[config.mk]
export PLATFORM = sky130hd
export DESIGN_NAME = axi4_rw_arbiter
export DESIGN_NICKNAME = d
export VERILOG_FILES = /design/src/rtl/axi4_rw_arbiter.sv
export SDC_FILE = /design/constraint.sdc
export NUM_CORES = 1
export LEC_CHECK = 0
export CORE_ASPECT_RATIO = 0.6
export CORE_MARGIN = 4
export CORE_UTILIZATION = 58
export CTS_BUF_LIST = sky130_fd_sc_hd__clkbuf_2
export DETAILED_ROUTE_END_ITERATION = 16
export PLACE_DENSITY = 0.87
export SYNTH_ARGS = -nofsm -noshare
export SYNTH_HDL_FRONTEND = slang
export SYNTH_SLANG_ARGS = --single-unit
[constraint.sdc]
create_clock -name ACLK -period 4.55 [get_ports ACLK]
set_clock_uncertainty 0.05 [all_clocks]
set_input_delay 1.365 -clock ACLK [delete_from_list [all_inputs] [get_ports ACLK]]
set_output_delay 1.365 -clock ACLK [all_outputs]
set_load 0.02 [all_outputs]
[src/rtl/axi4_rw_arbiter.sv]
// ============================================================================
//  Module      : axi4_rw_arbiter
//  Description : Burst-level AW/AR arbiter for a single-ported AXI4 slave.
//                It keeps at most one burst outstanding and alternates
//                fairly between the write and read paths.
//  Revision    : 1.0 - initial release
// ============================================================================
`default_nettype none

module axi4_rw_arbiter #(
    parameter int ADDR_WIDTH = 10,
    parameter int TIMEOUT    = 1024,
    parameter int CNT_WIDTH  = 16
) (
    input  logic                 ACLK,
    input  logic                 ARESET,
    input  logic                 s_AWVALID,
    output logic                 s_AWREADY,
    output logic                 m_AWVALID,
    input  logic                 m_AWREADY,
    input  logic                 s_ARVALID,
    output logic                 s_ARREADY,
    output logic                 m_ARVALID,
    input  logic                 m_ARREADY,
    input  logic                 BVALID,
    input  logic                 BREADY,
    input  logic                 RVALID,
    input  logic                 RREADY,
    input  logic                 RLAST,
    output logic                 wr_active,
    output logic                 rd_active,
    output logic                 timeout_err,
    output logic [CNT_WIDTH-1:0] wr_grant_cnt,
    output logic [CNT_WIDTH-1:0] rd_grant_cnt
);

    localparam int                 c_WD_W    = $clog2(TIMEOUT);
    localparam logic [c_WD_W-1:0]  c_WD_LAST = c_WD_W'(TIMEOUT - 1);
    localparam logic [CNT_WIDTH-1:0] c_CNT_MAX = {CNT_WIDTH{1'b1}};

    generate
        if (TIMEOUT < 2 || ADDR_WIDTH < 1) begin : g_param_check
            $error("axi4_rw_arbiter: TIMEOUT must be >= 2 and ADDR_WIDTH >= 1");
        end
    endgenerate

    typedef enum logic [2:0] {
        ST_IDLE    = 3'd0,
        ST_WR_ADDR = 3'd1,
        ST_WR_WAIT = 3'd2,
        ST_RD_ADDR = 3'd3,
        ST_RD_WAIT = 3'd4
    } state_t;

    state_t                 r_state;
    logic                   r_last_wr;     // 1: last grant was WRITE, 0: READ
    logic [c_WD_W-1:0]      r_wdog;
    logic [CNT_WIDTH-1:0]   r_wr_cnt;
    logic [CNT_WIDTH-1:0]   r_rd_cnt;
    logic                   r_wr_active;
    logic                   r_rd_active;

    logic w_aw_hs;
    logic w_ar_hs;
    logic w_b_done;
    logic w_r_done;
    logic w_wd_expired;
    logic w_timeout;

    assign w_aw_hs      = (r_state == ST_WR_ADDR) && s_AWVALID && m_AWREADY;
    assign w_ar_hs      = (r_state == ST_RD_ADDR) && s_ARVALID && m_ARREADY;
    assign w_b_done     = (r_state == ST_WR_WAIT) && BVALID && BREADY;
    assign w_r_done     = (r_state == ST_RD_WAIT) && RVALID && RREADY && RLAST;
    assign w_wd_expired = (r_wdog == c_WD_LAST);
    // Completion in the expiry cycle wins over the watchdog.
    assign w_timeout    = ((r_state == ST_WR_WAIT) && w_wd_expired && !w_b_done) ||
                          ((r_state == ST_RD_WAIT) && w_wd_expired && !w_r_done);

    always_ff @(posedge ACLK) begin
        if (ARESET) begin
            r_state     <= ST_IDLE;
            r_last_wr   <= 1'b0;
            r_wdog      <= '0;
            r_wr_cnt    <= '0;
            r_rd_cnt    <= '0;
            r_wr_active <= 1'b0;
            r_rd_active <= 1'b0;
        end else begin
            case (r_state)
                ST_IDLE: begin
                    if (s_AWVALID && (!s_ARVALID || !r_last_wr)) begin
                        r_state     <= ST_WR_ADDR;
                        r_wr_active <= 1'b1;
                    end else if (s_ARVALID) begin
                        r_state     <= ST_RD_ADDR;
                        r_rd_active <= 1'b1;
                    end
                end
                ST_WR_ADDR: begin
                    if (w_aw_hs) begin
                        r_state   <= ST_WR_WAIT;
                        r_last_wr <= 1'b1;
                        r_wdog    <= '0;
                        if (r_wr_cnt != c_CNT_MAX) begin
                            r_wr_cnt <= r_wr_cnt + CNT_WIDTH'(1);
                        end
                    end
                end
                ST_WR_WAIT: begin
                    if (w_b_done || w_timeout) begin
                        r_state     <= ST_IDLE;
                        r_wr_active <= 1'b0;
                    end else begin
                        r_wdog <= r_wdog + c_WD_W'(1);
                    end
                end
                ST_RD_ADDR: begin
                    if (w_ar_hs) begin
                        r_state   <= ST_RD_WAIT;
                        r_last_wr <= 1'b0;
                        r_wdog    <= '0;
                        if (r_rd_cnt != c_CNT_MAX) begin
                            r_rd_cnt <= r_rd_cnt + CNT_WIDTH'(1);
                        end
                    end
                end
                ST_RD_WAIT: begin
                    if (w_r_done || w_timeout) begin
                        r_state     <= ST_IDLE;
                        r_rd_active <= 1'b0;
                    end else begin
                        r_wdog <= r_wdog + c_WD_W'(1);
                    end
                end
                default: begin
                    r_state     <= ST_IDLE;
                    r_wr_active <= 1'b0;
                    r_rd_active <= 1'b0;
                end
            endcase
        end
    end

    // Handshake gating is combinational from state so the grant costs no extra cycle.
    assign m_AWVALID    = (r_state == ST_WR_ADDR) && s_AWVALID;
    assign s_AWREADY    = (r_state == ST_WR_ADDR) && m_AWREADY;
    assign m_ARVALID    = (r_state == ST_RD_ADDR) && s_ARVALID;
    assign s_ARREADY    = (r_state == ST_RD_ADDR) && m_ARREADY;

    assign wr_active    = r_wr_active;
    assign rd_active    = r_rd_active;
    assign timeout_err  = w_timeout;
    assign wr_grant_cnt = r_wr_cnt;
    assign rd_grant_cnt = r_rd_cnt;

endmodule

`default_nettype wire

==> impl_results.md <==
* Status: finished clean
* I/O pin count at 50
* Worst-Skew Late Latency at 390 ps
* Reg2reg path depth at 5
* GRT Resource Usage Total at 0.225
* CP cell instances: clkdlybuf4s50_1, a211oi_1, a32oi_1, nor2_1, clkdlybuf4s50_1
* Vias in the first global route at 2117
* Routed wire per std cell at 15.1 µm
* Post-cts sizing count at 0
* Met2 Use GR at 0.323
* Hold crit path type: flop to flop
* Cell Pwr Density at 268 mW/mm²
* Max VDD drop at 0.200 mV
* Cts hold-fix bufs at 0
* Setup TNS at 0 ps
* Worst flop-to-flop path endpoint: r_wdog[9]
* Endpoints failing setup at 0
* DRC Markers at 0
* Final net count at 363
* Setup bufs post-CTS at 0
* Gp weighted congestion at 0.916
* Largest net degree at the start of global routing at 28
* Worst-Margin Slew at 746 ps
* Dpl ws at 207 ps
* CTS root buf: clkbuf_2
* Crit-path max FO at 4
* Critical Path Sink Type: output port
* GRT met3 Usage at 0.0503
* Row count at 18
* Cell taking the most area after synthesis: dfxtp_1
* Antenna cells at 0
* Via count at 2468
* RSZ-0062 raised after global routing: no
* Setup crit start kind: primary input
* Max incr delay on CP at 620 ps
* Period utilization at 0.955
* Cell mode on critical path: clkdlybuf4s50_1
* Critical Path AT at 2930 ps
* Most used DFF post-synth: dfxtp_1
* Average cell area after synthesis at 8.59 µm²
* Final hold slack at 457 ps
* Hpwl dp at 4730 µm
* Final hold violation count at 0
* TritonCTS clock tree: yes
* Final Slew Violations at 0
* CP delay by family, top: buffers and inverters
* P&R area growth vs syn at 23.1%
* Final setup margin at 207 ps
* Hold Path End: r_wdog[8]
* Syn nets at 315
* Critical setup path kind: primary input to output port
* Initial antenna violation count at 0
* Clk buf depth at 2
* Detailed Routing Iterations Pass 1 at 5
* Port bufs at 49
* First-pass GRT wire length at 10100 µm
* Most Crowded Layer GR: met1
* Synth async-reset ratio at 0
* Die area at 0.00563 mm²
* CTS H-tree depth at 2
* Crit path max-delay cell type: clkdlybuf4s50_1
* Die width at 94.2 µm
* Filler cell count at 321
* Flops & latches, synth at 48
* Initial Utilization at 0.614
* Synth Instances at 301
* Final Util at 0.756
* FF-to-FF Start: r_state[1]
* Synth warn at 0
* Synth cell types at 57
* DR vias/cell at 6.02
* Slew margin rel. at 0.501
* Die H at 59.7 µm
* CTS Buf Count at 5
* Core area at 0.00421 mm²
* Antenna-violating nets left at 0
* Routed WL at 6210 µm
* Clock transition at the registers of the reported paths at 220 ps
* Post-synthesis instance area at 0.00259 mm²
* Maximum clock rate at 230 MHz
* WHS Path Cells at 1
* Critical Path RT at 3130 ps
* Leakage at 1.09 nW
* Top post-synthesis cells by area: dfxtp_1, xnor2_1, nor2_1, nand3_1, nor3_1
* Max_cap viols at 0
* Pwr Total at 0.853 mW
* Total grt overflow at 0
* Starting DRT DRC Count at 188
* Sequential area share after synthesis at 0.372
* GR Util met1 at 0.346
* Post-synth EDFFs at 0
* Final min period at 4340 ps
* FF-to-FF setup slack at 2410 ps
* Share of cells above drive strength 1 at 0.0657
* CP bufs+invs at 2
* Area share of the largest cell type after synthesis at 0.372
* Worst Hold Launch: r_wdog[8]
* Clk sinks at 48
[placed cells by master (no fill, tap or decap), drive strengths merged, types with 3 or more instances in the layout]
cell           count
ha                 3
a211o              5
xnor2             22
nand3             22
and2               4
clkdlybuf4s50     49
and3               9
inv                4
o21ai              7
nor3              17
or3                4
xor2               5
nor4b              3
nor4               7
nor2              43
buf                3
a21oi              7
dfxtp             48
nor3b              5
a31oi              3
a311oi             3
nand2             14
nand4             12
a21o               6
a211oi             5
o211ai             3
clkbuf             5
[where the power goes]
| group | switching [mW] | internal (mW) |
|---|---|---|
| Sequential | 0.0270 | 0.435 |
| Combinational | 0.0994 | 0.0720 |
| Clock | 0.131 | 0.0896 |
[final cells by class]
class / count / area [µm²] / area share
sequential: 48 / 961 / 0.302
clock buffer: 5 / 25.0 / 0.00786
tap: 60 / 75.1 / 0.0236
clock inverter: 3 / 37.5 / 0.0118
multi-input combinational: 238 / 1560 / 0.489
inverter: 4 / 15.0 / 0.00472
timing repair buffer: 52 / 513 / 0.161
[stage by stage]
stage / std cells / area, µm²
2_1_floorplan: 301 / 2590
3_3_place_gp: 402 / 3120
3_5_place_dp: 402 / 3120
4_1_cts: 410 / 3180
5_1_grt: 410 / 3180
6_report: 410 / 3180
[registers in the layout, indices dropped and copies added, names as in the netlist]
register / count
r_last_wr: 1
r_state: 3
rd_grant_cnt: 16
wr_active: 1
wr_grant_cnt: 16
r_wdog: 10
rd_active: 1
[worst max path at each step]
stage,cells past startpoint,from,endpoint
after global placement,5,BREADY,timeout_err
after global routing,5,BREADY,timeout_err
after floorplan,3,BREADY,timeout_err
after detailed placement,5,BREADY,timeout_err
after CTS,5,BREADY,timeout_err
final,5,BREADY,timeout_err
[synth_stat cells (2+ instances only)]
cell,instances
clkbuf_1,6
xnor2_1,22
a31oi_1,3
dfxtp_1,48
or3_1,4
a211o_1,5
o31ai_1,2
a32oi_1,2
inv_1,4
o41ai_1,2
a311oi_1,3
nor2_1,43
nand3_1,19
o211ai_1,3
and3_1,9
nand2b_1,2
nor4_4,2
nor3_1,16
a211oi_1,4
nor4b_1,2
ha_1,3
xor2_1,5
and4_1,2
nor3b_1,4
nand2_1,14
nand4_1,12
buf_2,4
nand3_2,3
a21o_1,6
o21ai_0,7
and2_1,4
o21a_1,2
a21oi_1,7
nor4_1,4
[cell families (layout without fill, tap and decap cells)]
family,after synthesis,in the layout,synth area share
compound gates,53,53,0.150
mux,1,1,0.00387
xor+xnor,27,27,0.0914
simple gates,154,154,0.342
buf+inv,15,64,0.0266
flops,48,48,0.372
fa+ha+maj,3,3,0.0145
[metal layers]
| metal | vias up | routed length [µm] |
|---|---|---|
| li1 | 1214 | - |
| met1 | 1137 | 3090 |
| met2 | 109 | 2550 |
| met3 | 8 | 522 |
| met4 | 0 | 40 |
| met5 | - | 0 |
(Power assumes the default switching activity.)
